File: src/rtl/mac_pipe.sv
// Two-stage pipelined multiply-accumulate unit: registered product, then windowed
// accumulation over LEN products with wrap/saturate overflow handling.
module mac_pipe #(
  parameter int W     = 8,
  parameter int ACC_W = 16,
  parameter int LEN   = 4
) (
  input  logic             clk,
  input  logic             r,
  input  logic             clr,
  input  logic             in_valid,
  input  logic [W-1:0]     a,
  input  logic [W-1:0]     b,
  input  logic             signed_mode,
  input  logic             sat_mode,
  output logic [ACC_W-1:0] acc,
  output logic             of,
  output logic             out_valid,
  output logic [ACC_W-1:0] out_acc,
  output logic             out_of
);

  localparam int CNT_W = (LEN > 1) ? $clog2(LEN) : 1;
  localparam logic [CNT_W-1:0] CNT_LAST = CNT_W'(LEN - 1);

  logic [2*W-1:0]   r_p;
  logic             r_p_valid;
  logic             r_p_signed;
  logic             r_p_sat;
  logic [CNT_W-1:0] r_cnt;

  logic [2*W-1:0]   w_prod;
  logic             w_load;
  logic [ACC_W-1:0] w_p_ext;
  logic [ACC_W-1:0] w_base;
  logic [ACC_W:0]   w_sum;
  logic             w_ovf;
  logic [ACC_W-1:0] w_acc_next;
  logic             w_of_next;

  // Stage 1 product: operands widened to 2W first so the low 2W bits are exact.
  always_comb begin
    w_prod = '0;
    if (signed_mode)
      w_prod = $signed({{W{a[W-1]}}, a}) * $signed({{W{b[W-1]}}, b});
    else
      w_prod = {{W{1'b0}}, a} * {{W{1'b0}}, b};
  end

  // Window start adds to zero, which can never overflow, so no special-casing is needed.
  always_comb begin
    w_load     = (r_cnt == '0);
    w_p_ext    = r_p_signed ? ACC_W'($signed(r_p)) : ACC_W'(r_p);
    w_base     = w_load ? '0 : acc;
    w_sum      = {1'b0, w_base} + {1'b0, w_p_ext};
    w_ovf      = 1'b0;
    w_acc_next = w_sum[ACC_W-1:0];
    if (r_p_signed)
      w_ovf = (w_base[ACC_W-1] == w_p_ext[ACC_W-1]) &&
              (w_sum[ACC_W-1] != w_base[ACC_W-1]);
    else
      w_ovf = w_sum[ACC_W];
    if (w_ovf && r_p_sat) begin
      if (!r_p_signed)
        w_acc_next = '1;
      else if (w_p_ext[ACC_W-1])
        w_acc_next = {1'b1, {(ACC_W-1){1'b0}}};
      else
        w_acc_next = {1'b0, {(ACC_W-1){1'b1}}};
    end
    w_of_next = (w_load ? 1'b0 : of) | w_ovf;
  end

  always_ff @(posedge clk or negedge r) begin
    if (!r) begin
      r_p        <= '0;
      r_p_valid  <= 1'b0;
      r_p_signed <= 1'b0;
      r_p_sat    <= 1'b0;
      r_cnt      <= '0;
      acc        <= '0;
      of         <= 1'b0;
      out_valid  <= 1'b0;
      out_acc    <= '0;
      out_of     <= 1'b0;
    end else if (clr) begin
      r_p_valid <= 1'b0;
      r_cnt     <= '0;
      acc       <= '0;
      of        <= 1'b0;
      out_valid <= 1'b0;
    end else begin
      r_p_valid <= in_valid;
      if (in_valid) begin
        r_p        <= w_prod;
        r_p_signed <= signed_mode;
        r_p_sat    <= sat_mode;
      end
      out_valid <= 1'b0;
      if (r_p_valid) begin
        acc <= w_acc_next;
        of  <= w_of_next;
        if (r_cnt == CNT_LAST) begin
          r_cnt     <= '0;
          out_valid <= 1'b1;
          out_acc   <= w_acc_next;
          out_of    <= w_of_next;
        end else begin
          r_cnt <= r_cnt + 1'b1;
        end
      end
    end
  end

endmodule

File: config.mk
export PLATFORM = sky130hd
export DESIGN_NAME = mac_pipe
export DESIGN_NICKNAME = d
export VERILOG_FILES = /design/src/rtl/mac_pipe.sv
export SDC_FILE = /design/constraint.sdc
export NUM_CORES = 1
export LEC_CHECK = 0
export BUFFER_PORTS_ARGS = -buffer_cell sky130_fd_sc_hd__buf_2
export CAP_MARGIN = 10
export CORE_ASPECT_RATIO = 0.6
export CORE_MARGIN = 3
export CORE_UTILIZATION = 25
export CTS_CLUSTER_DIAMETER = 60
export DETAILED_ROUTE_END_ITERATION = 6
export GPL_TIMING_DRIVEN = 0
export SLEW_MARGIN = 10
export SYNTH_ARGS = -nofsm -noshare
export SYNTH_HDL_FRONTEND = slang
export SYNTH_SLANG_ARGS = --single-unit
File: constraint.sdc
create_clock -name clk -period 5.6 [get_ports clk]
set_input_delay 0.84 -clock clk [delete_from_list [all_inputs] [get_ports clk]]
set_output_delay 0.84 -clock clk [all_outputs]
set_load 0.01 [all_outputs]
# [Word level (Yosys, flattened, before mapping)]
# Index checks and enable logic that the tools add are counted.
[word_totals] inputBits=22 elab_cells=43 regBits=56 out_inout_bits=35
[op_classes] bitwise_logic=2 add_sub_neg=2 mux=18 reduce_logical=6 n_eq_ne=3 mul=2
[op_table] operator="two-way mux 16 bit" n=7
[op_table] operator="multiplier 8 x 8 -> 16 bit" n=2
[op_table] operator="adder 16 x 16 -> 17 bit" n=1
[op_table] operator="two-way mux 1 bit" n=8
[op_table] operator="two-way mux 2 bit" n=3
[op_table] operator="AND reduction 3 bit" n=1
[op_table] operator="adder 2 x 1 -> 2 bit, second input constant" n=1
[op_table] operator="== test 2 bit, second input constant" n=1
[op_table] operator="logical AND 1 bit" n=2
[op_table] operator="logical NOT 2 bit" n=1
[op_table] operator="AND reduction 2 bit" n=1
[op_table] operator="nonzero test 2 bit" n=1
[op_table] operator="== test 1 bit" n=1
[op_table] operator="inequality test 1 bit" n=1
[op_table] operator="inverter 1 bit" n=1
[op_table] operator="OR 1 bit" n=1

# [Depth between registers and ports, before layout]
# Gate-level depths: netlist of the first run.
[logic_depth] depth_word=10 depth_mapped=22 mapped_depth_nobuf=21

# [Least setup slack after synthesis of the first run]
# OpenSTA, ideal clock, no wires.
[synth_path] kind="input-to-reg" startpoint="input port b[7]" endpoint="register r_p[15]" path_slack_ps=252 n_path_buf=1 setup_ps=121 t_arrival_ps=5227 path_stages=20 required_ps=5479 path_cell_list="clkbuf_1 -> clkinv_1 -> nor2_1 -> fa_1 -> inv_1 -> fa_1 -> inv_1 -> fa_1 -> inv_1 -> fa_1 -> inv_1 -> ha_1 -> or2_2 -> a21oi_1 -> a21oi_1 -> a41o_1 -> o41ai_1 -> xnor2_1 -> nand2_1 -> a22o_1"
[synth_via] elab_chain_cells=2 word_cells_on_any_way=3 cone_classes="mul: 2; mux: 1"
[synth_rtl] element="start: declaration" line="13" source="input logic [W-1:0] b,"
[synth_rtl] element="multiplier 8 x 8 -> 16 bit (on tied branches)" line="47, 45"
[synth_rtl] element="two-way mux 16 bit *" line="44" source="if (signed_mode)"
[synth_rtl] element="end signal: assignment" line="95" source="r_p <= w_prod;"
[synth_rtl] element="end: declaration" line="26" source="logic [2*W-1:0] r_p;"
# Every way passes the cells marked *; elsewhere a longest branch is shown, timed or not.
# A chain may end at the register's enable or synchronous reset.

# [Worst setup path in the final report of the first run]
[layout_path] startpoint="input port a[1]" endpoint="register r_p[14]"
[layout_via] elab_chain_cells=2 word_cells_on_any_way=3 cone_classes="mul: 2; mux: 1"
[layout_rtl] element="start: declaration" line="12" source="input logic [W-1:0] a,"
[layout_rtl] element="multiplier 8 x 8 -> 16 bit (on tied branches)" line="47, 45"
[layout_rtl] element="two-way mux 16 bit *" line="44"
# Marks and branches as above.

==> qor.yml, run 1 <==
status:
  outcome: "completed"
final_layout:
  drive_gt1_share_pct: 10.06
  n_fill_cell: 3124
  final_cell_mix: "167 x inv_1, 89 x nand2_1, 86 x fa_1, 76 x ha_1, 56 x dfrtp_1"
  antenna_cells: 0
  multi_input_area_mm2: 0.005311
  area_delta_synth_final_pct: 13.21
  num-nets-final: 1088
  regArea_mm2: 0.001401
  final_common_cell: "inv_1"
  utilization_pct: 28.99
  finalInstanceArea_mm2: 0.008409
timing:
  fin_ws_ns: 0.2699
  post-route-min-period_ns: 5.330
  skew_ns: 0.004056
  setup_viol: 0
  worst_slew_pin_slew_ns: 0.7935
  hold_viol: 0
  post-route-period-util_pct: 95.18
  fmax_ghz: 0.1876
  rsz0062_at_grt: "false"
  slew_headroom_pct: 47.10
  drv_slew: 0
power_and_ir_drop:
  vdd_drop_max_v: 0.0001937
  p_sw_share_pct: 47.00
  pwr-share-comb_pct: 68.2
  p_int_mw: 1.530
  power.net_switching_mw: 1.357
  power_frac_seq_pct: 18.3
  p_clk_share_pct: 13.5
  p_per_area_mw_per_mm2: 343.3
  leakagePower_nw: 4.208
place:
  io_buffers: 51
  gp_congestion: 0.8371
  dpl_worst_slack_ns: -0.6208
  placed_area_mm2: 0.008187
  dp_hpwl_mm: 17.09
synthesis:
  yosysWarnings: 0
  synth_top_flop_cell: "dfrtp_1"
  synth_cells: 845
  synth_area_mm2: 0.007428
  seq_area_frac_synth_pct: 18.86
  ys_ff_latch: 56
  syn-mean-instance-area_um2: 8.791
  syn_nets: 1029
  synth_edf_count: 0
  async_flop_share_pct: 100.0
  ys_types: 52
floorplanning:
  ioPinCount: 57
  die-area_mm2: 0.03189
  rows: 48
  initial_core_util_pct: 25.61
  core_area_mm2: 0.02901
  die_h_um: 139.5
  die_x_um: 228.5
hold_path:
  whs_endpoint: "out_of"
  min-delay-start: "out_of"
  hold_depth: 2
  hold_path_class: "register to register"
setup_path:
  regToRegEndpoint: "acc[12]"
  reg2reg_from: "r_cnt[0]"
  worst_path_dominant_cell_family: "adder cells"
  crit_path_cell_trace: "buf_2 > and2_1 > fa_1 > fa_1 > inv_1 > fa_1 > fa_1 > inv_1 > ha_1 > nor2b_1 > o21ai_0 > a21oi_1 > o41ai_2 > o21ai_0 > xor2_1 > a21oi_1 > o21ai_0"
  critPathMostFrequentCell: "fa_1"
  cp-start-kind: "input pin"
  worst-path-buf-inv: 3
  critPathMaxFanout: 9
  slowest_delay_ns: 0.57
  cp.required_ns: 5.77
  ff2ff_setup_slack_ns: 0.90
  reg2reg_depth: 14
  critPathKind: "input pin to register"
  slowest_stage: "fa_1"
  endpoint_kind: "register"
  worstPathArrival_ns: 5.50
route:
  drt_iter0_markers: 411
  drc: 0
  detail-route-antenna-nets: 0
  drt-pass1-iter-count: 5
  num_vias: 5960
  wl_per_cell_um: 15.16
  viasPerCell: 4.567
  wl_mm: 19.79
clocking:
  clk_pin_slew_ns: 0.07
  numCtsBuffers: 5
  cts_tree: "yes"
  numClockSinks: 56
  cts.path.max_buffers: 2
  ctsHoldBuffers: 0
  cts_max_level: 2
  clk_latency_ns: 0.30
  cts_root_buf: "clkbuf_16"
global_route:
  grt_use_total_pct: 13.11
  grt_pass1_vias: 6167
  antenna_found_initial: 1
  grt_pass1_wl_mm: 33.90
  grt_overflow: 0
  grt_max_degree: 57
job:
  maxCapViolCount: 0
how the worst max path moves through the flow:
stage	start	to	slack, ns	cells after the start
3_5_place_dp	b[7]	r_p[14]	-0.62	20
4_1_cts	a[3]	r_p[15]	0.12	18
5_1_grt	a[3]	r_p[15]	0.01	20
3_3_place_gp	b[7]	r_p[14]	-0.55	20
2_1_floorplan	b[7]	r_p[15]	0.25	20
6_report	a[1]	r_p[14]	0.27	17
logic make-up after synthesis:
logic type      count (synthesis)  share of synthesized area [%]
xor+xnor                       37                          4.362
mux                             4                         0.5390
flops                          56                          18.86
buf+inv                       193                          9.938
fa+ha+maj                     162                          35.98
simple gates                  249                          15.83
compound gates                144                          14.49
per-layer routing:
layer | vias to the layer above | part of all wire (%) | GRT usage (%)
li1 | 2845 | - | -
met1 | 2964 | 56 | 21.62
met2 | 143 | 37 | 17.60
met3 | 6 | 6.9 | 2.782
met4 | 2 | 0.29 | 1.228
met5 | - | 0.066 | 0
registers in the layout, summed over array words and instances (netlist names):
register,cells
r_p_valid,1
r_p,16
of,1
r_p_sat,1
acc,16
out_of,1
out_acc,16
out_valid,1
r_cnt,2
r_p_signed,1
worst register-to-register path: cells and delay by family, from the launching register on:
family	cells	cell delay (ns)
flip-flops	1	0.41
AO/OA/AOI/OAI	7	1.96
buffers and inverters	3	0.95
AND/OR/NAND/NOR	1	0.11
adder cells (fa/ha/maj)	3	1.11
power by group through the flow:
| stage | clock (mW) | combinational [mW] | sequential (mW) |
|---|---|---|---|
| final | 0.390 | 1.97 | 0.528 |
| after global routing | 0.419 | 2.28 | 0.539 |
| after CTS | 0.400 | 1.95 | 0.529 |
| after detailed placement | 0 | 1.92 | 0.537 |
| after global placement | 0 | 1.89 | 0.535 |
| after floorplan | 0 | 1.50 | 0.528 |
cell type report:
class | instances | share of cell area, %
inverter | 169 | 7.603
sequential | 56 | 16.66
buffer | 24 | 1.294
tap | 400 | 5.951
multi-input combinational | 596 | 63.16
clock inverter | 1 | 0.3571
clock buffer | 7 | 1.815
timing repair buffer | 52 | 3.154
synth_stat cells, drive strengths merged, types with 5 or more instances:
cell type	instances	share of area [%]
nand3	18	1.2
nand2	89	4.5
a21o	7	0.71
nand2b	10	0.84
nor2	52	2.6
xnor2	25	2.9
o21ai	36	2.4
clkbuf	20	1.0
ha	76	13
dfrtp	56	19
o211ai	5	0.51
nor3	11	0.74
o311ai	14	1.9
and2	42	3.5
a31oi	9	0.76
xor2	12	1.4
a21oi	33	2.2
a311oi	12	2.3
nor2b	22	1.9
inv	167	8.4
fa	86	23
o21bai	5	0.51
repair_timing:
item / 4_1_cts / 5_1_grt
buffers inserted: 0 / 1
setup endpoints to repair: 3 / 2
resized for setup: 3 / 12
per-stage QoR:
stage	std cells	hold WS (ns)	TNS, ns	total power, mW
after floorplan	845	0.4453	0	2.025
after global placement	1296	0.4667	-1.263	2.429
after detailed placement	1296	0.4744	-1.602	2.460
after CTS	1304	0.4916	0	2.879
after global routing	1305	0.5213	0	3.239
final	1305	0.4847	0	2.887
Note: power is estimated with default switching activity, not from simulation.
==> inputs of run 2 (changes only) <==
CORE_ASPECT_RATIO = not set   (was 0.6)
CORE_MARGIN = not set   (was 3)
GPL_ROUTABILITY_DRIVEN = 1   (was not set)
==> qor.yml, run 2 (synthesis gave the netlist of run 1 again) <==
route:
  wl_met3_um: 545  # -60%
  wl_per_cell_um: 13.07  # -14%
  drt-pass1-iter-count: 5  # unchanged
  dr_wl_met2_mm: 7.449  # +2.3%
  met1_length_mm: 8.786  # -21%
  num_vias: 5685  # -4.6%
  drt_iter0_markers: 359  # -13%
  drc: 0  # unchanged
  viasPerCell: 4.414  # -3.4%
  detail-route-antenna-nets: 0  # unchanged
  wl_mm: 16.84  # -15%
  maxUsedRoutingLayer: "met4"
power_and_ir_drop:
  p_per_area_mw_per_mm2: 332.6  # -3.1%
  leakagePower_nw: 4.164  # -1.1%
  vdd_drop_max_v: 0.0001900  # -1.9%
floorplanning:
  die_x_um: 174.4  # -24%
  ioPinCount: 57  # unchanged
  initial_core_util_pct: 25.67  # +0.064 points
  die_h_um: 174.4  # +25%
  core_area_mm2: 0.02894  # -0.25%
  die-area_mm2: 0.03041  # -4.6%
  rows: 62  # +29%
timing:
  rsz0062_at_grt: "true"
  worst_slew_pin_slew_ns: 0.6954  # -0.09807 ns
  fin_ws_ns: 0.2825  # +0.01255 ns
  hold_viol: 0  # unchanged
  drv_slew: 0  # unchanged
  fmax_ghz: 0.1881  # +0.24%
  post-route-min-period_ns: 5.318  # -0.01255 ns
  slew_headroom_pct: 53.64  # +6.5 points
  setup_viol: 0  # unchanged
  post-route-period-util_pct: 94.96  # -0.22 points
  skew_ns: 0.003878  # -0.0001784 ns
setup_path:
  regToRegEndpoint: "acc[14]"
  cp-start-kind: "input pin"
  worstPathArrival_ns: 5.50  # about the same
  critPathMaxFanout: 10  # +1
  slowest_delay_ns: 0.54  # -0.03 ns
  worst_path_dominant_cell_family: "adder cells"
  reg2reg_depth: 14  # unchanged
  worst-path-buf-inv: 6  # +3
  slowest_stage: "fa_1"
  path_depth: 20  # +3
  cp-startpoint: "b[7]"
  reg2reg_from: "r_cnt[0]"
  ff2ff_setup_slack_ns: 1.26  # +0.36 ns
  crit_path_cell_trace: "clkbuf_2 > clkinv_2 > nor2_1 > fa_1 > inv_1 > fa_1 > inv_1 > fa_1 > inv_1 > fa_1 > inv_1 > ha_1 > or2_2 > a21oi_1 > a21oi_1 > a41o_1 > o41ai_2 > xnor2_1 > nand2_1 > a22o_1"
  endpoint_kind: "register"
  critPathKind: "input pin to register"
  crit_end: "r_p[15]"
  cp.required_ns: 5.78  # about the same
final_layout:
  stdcell_count: 1288  # -1.3%
  antenna_cells: 0  # unchanged
  final_common_cell: "inv_1"
  area_delta_synth_final_pct: 12.13
  finalInstanceArea_mm2: 0.008329  # -0.95%
  drive_gt1_share_pct: 9.403  # -0.65 points
  final_cell_mix: "167 x inv_1, 89 x nand2_1, 86 x fa_1, 76 x ha_1, 56 x dfrtp_1"
  reg_top3: "acc x16, out_acc x16, r_p x16"
  utilization_pct: 28.79  # -0.20 points
  num-nets-final: 1087  # -0.092%
status:
  outcome: "completed"
clocking:
  numCtsBuffers: 5  # unchanged
  cts_tree: "yes"
  numClockSinks: 56  # unchanged
  clk_latency_ns: 0.29  # about the same
  clk_pin_slew_ns: 0.07  # about the same
  post_cts_buffers: 0  # unchanged
  cts_max_level: 2  # unchanged
  cts_root_buf: "clkbuf_16"
  cts.path.max_buffers: 2  # unchanged
global_route:
  grt_overflow: 0  # unchanged
  grt_use_total_pct: 11.43  # -1.7 points
  antenna_found_initial: 0  # -1
  grt_max_degree: 57  # unchanged
  grt_pass1_wl_mm: 28.86  # -15%
  grt_pass1_vias: 5697  # -7.6%
place:
  gp_congestion: 0.8351  # -0.24%
  dp.cells: 1280  # -1.2%
  dpl_worst_slack_ns: -0.3794  # +0.2413 ns
  dp_hpwl_mm: 14.46  # -15%
  io_buffers: 51  # unchanged
  placed_area_mm2: 0.008164  # -0.28%
hold_path:
  min-delay-start: "out_of"
  hold_path_class: "register to register"
job:
  maxCapViolCount: 0  # unchanged
==> run 2: changes by cell type in the layout (fill, tap and decap cells not counted), sizes merged <==
| cell | change |
|---|---|
| clkinv | +1 |
| clkinvlp | +1 |
| bufinv | -1 |
| buf | -2 |
==> run 2: layout make-up <==
type | count | area, µm²
Multi-Input combinational cell | 596 | 5304
Tap cell | 384 | 480.5
Sequential cell | 56 | 1401
Clock inverter | 2 | 16.27
Timing Repair Buffer | 51 | 257.7
Clock buffer | 6 | 128.9
Fill cell | 3101 | 20610
Inverter | 169 | 635.6
Buffer | 24 | 105.1
==> run 2: worst min path at each step <==
stage	endpoint	slack, ns	depth (start not counted)
6_report	out_of	0.49	2
5_1_grt	out_acc[3]	0.52	2
4_1_cts	out_of	0.50	2
3_5_place_dp	r_p[11]	0.48	2
3_3_place_gp	out_of	0.46	2
2_1_floorplan	r_p[0]	0.45	2
==> run 2: worst min-delay path, cell delays in order (launching register included) <==
cell and delay (ns):
dfrtp_1 0.34, nand2_1 0.05, o21ai_0 0.06
==> run 2: where the power goes <==
group | internal (mW) | switching (mW) | leakage, nW | total, mW
clock network | 0.167 | 0.145 | 0.0671 | 0.312
registers | 0.474 | 0.0546 | 0.741 | 0.528
logic | 0.819 | 1.11 | 3.36 | 1.93
==> run 2: through the flow <==
stage                     power [mW]  setup TNS [ns]  hold slack, ns
final                          2.770               0          0.4889
after detailed placement       2.452         -0.7699          0.4814
after global routing           3.101        -0.03064          0.5243
after global placement         2.429         -0.6412          0.4619
after CTS                      2.774               0          0.4996
after floorplan                2.025               0          0.4453
==> run 2: timing repair <==
item	CTS	global route
hold buffers	0	0
endpoints found under the setup margin	1	2
endpoints found under the hold margin	0	0
resized for setup	1	4
==> run 2: layer usage <==
metal | vias to the layer above | track usage, %
met5 | - | 0
met4 | 0 | 1.170
met3 | 4 | 0.9843
met2 | 109 | 18.82
met1 | 2729 | 16.69
li1 | 2843 | -
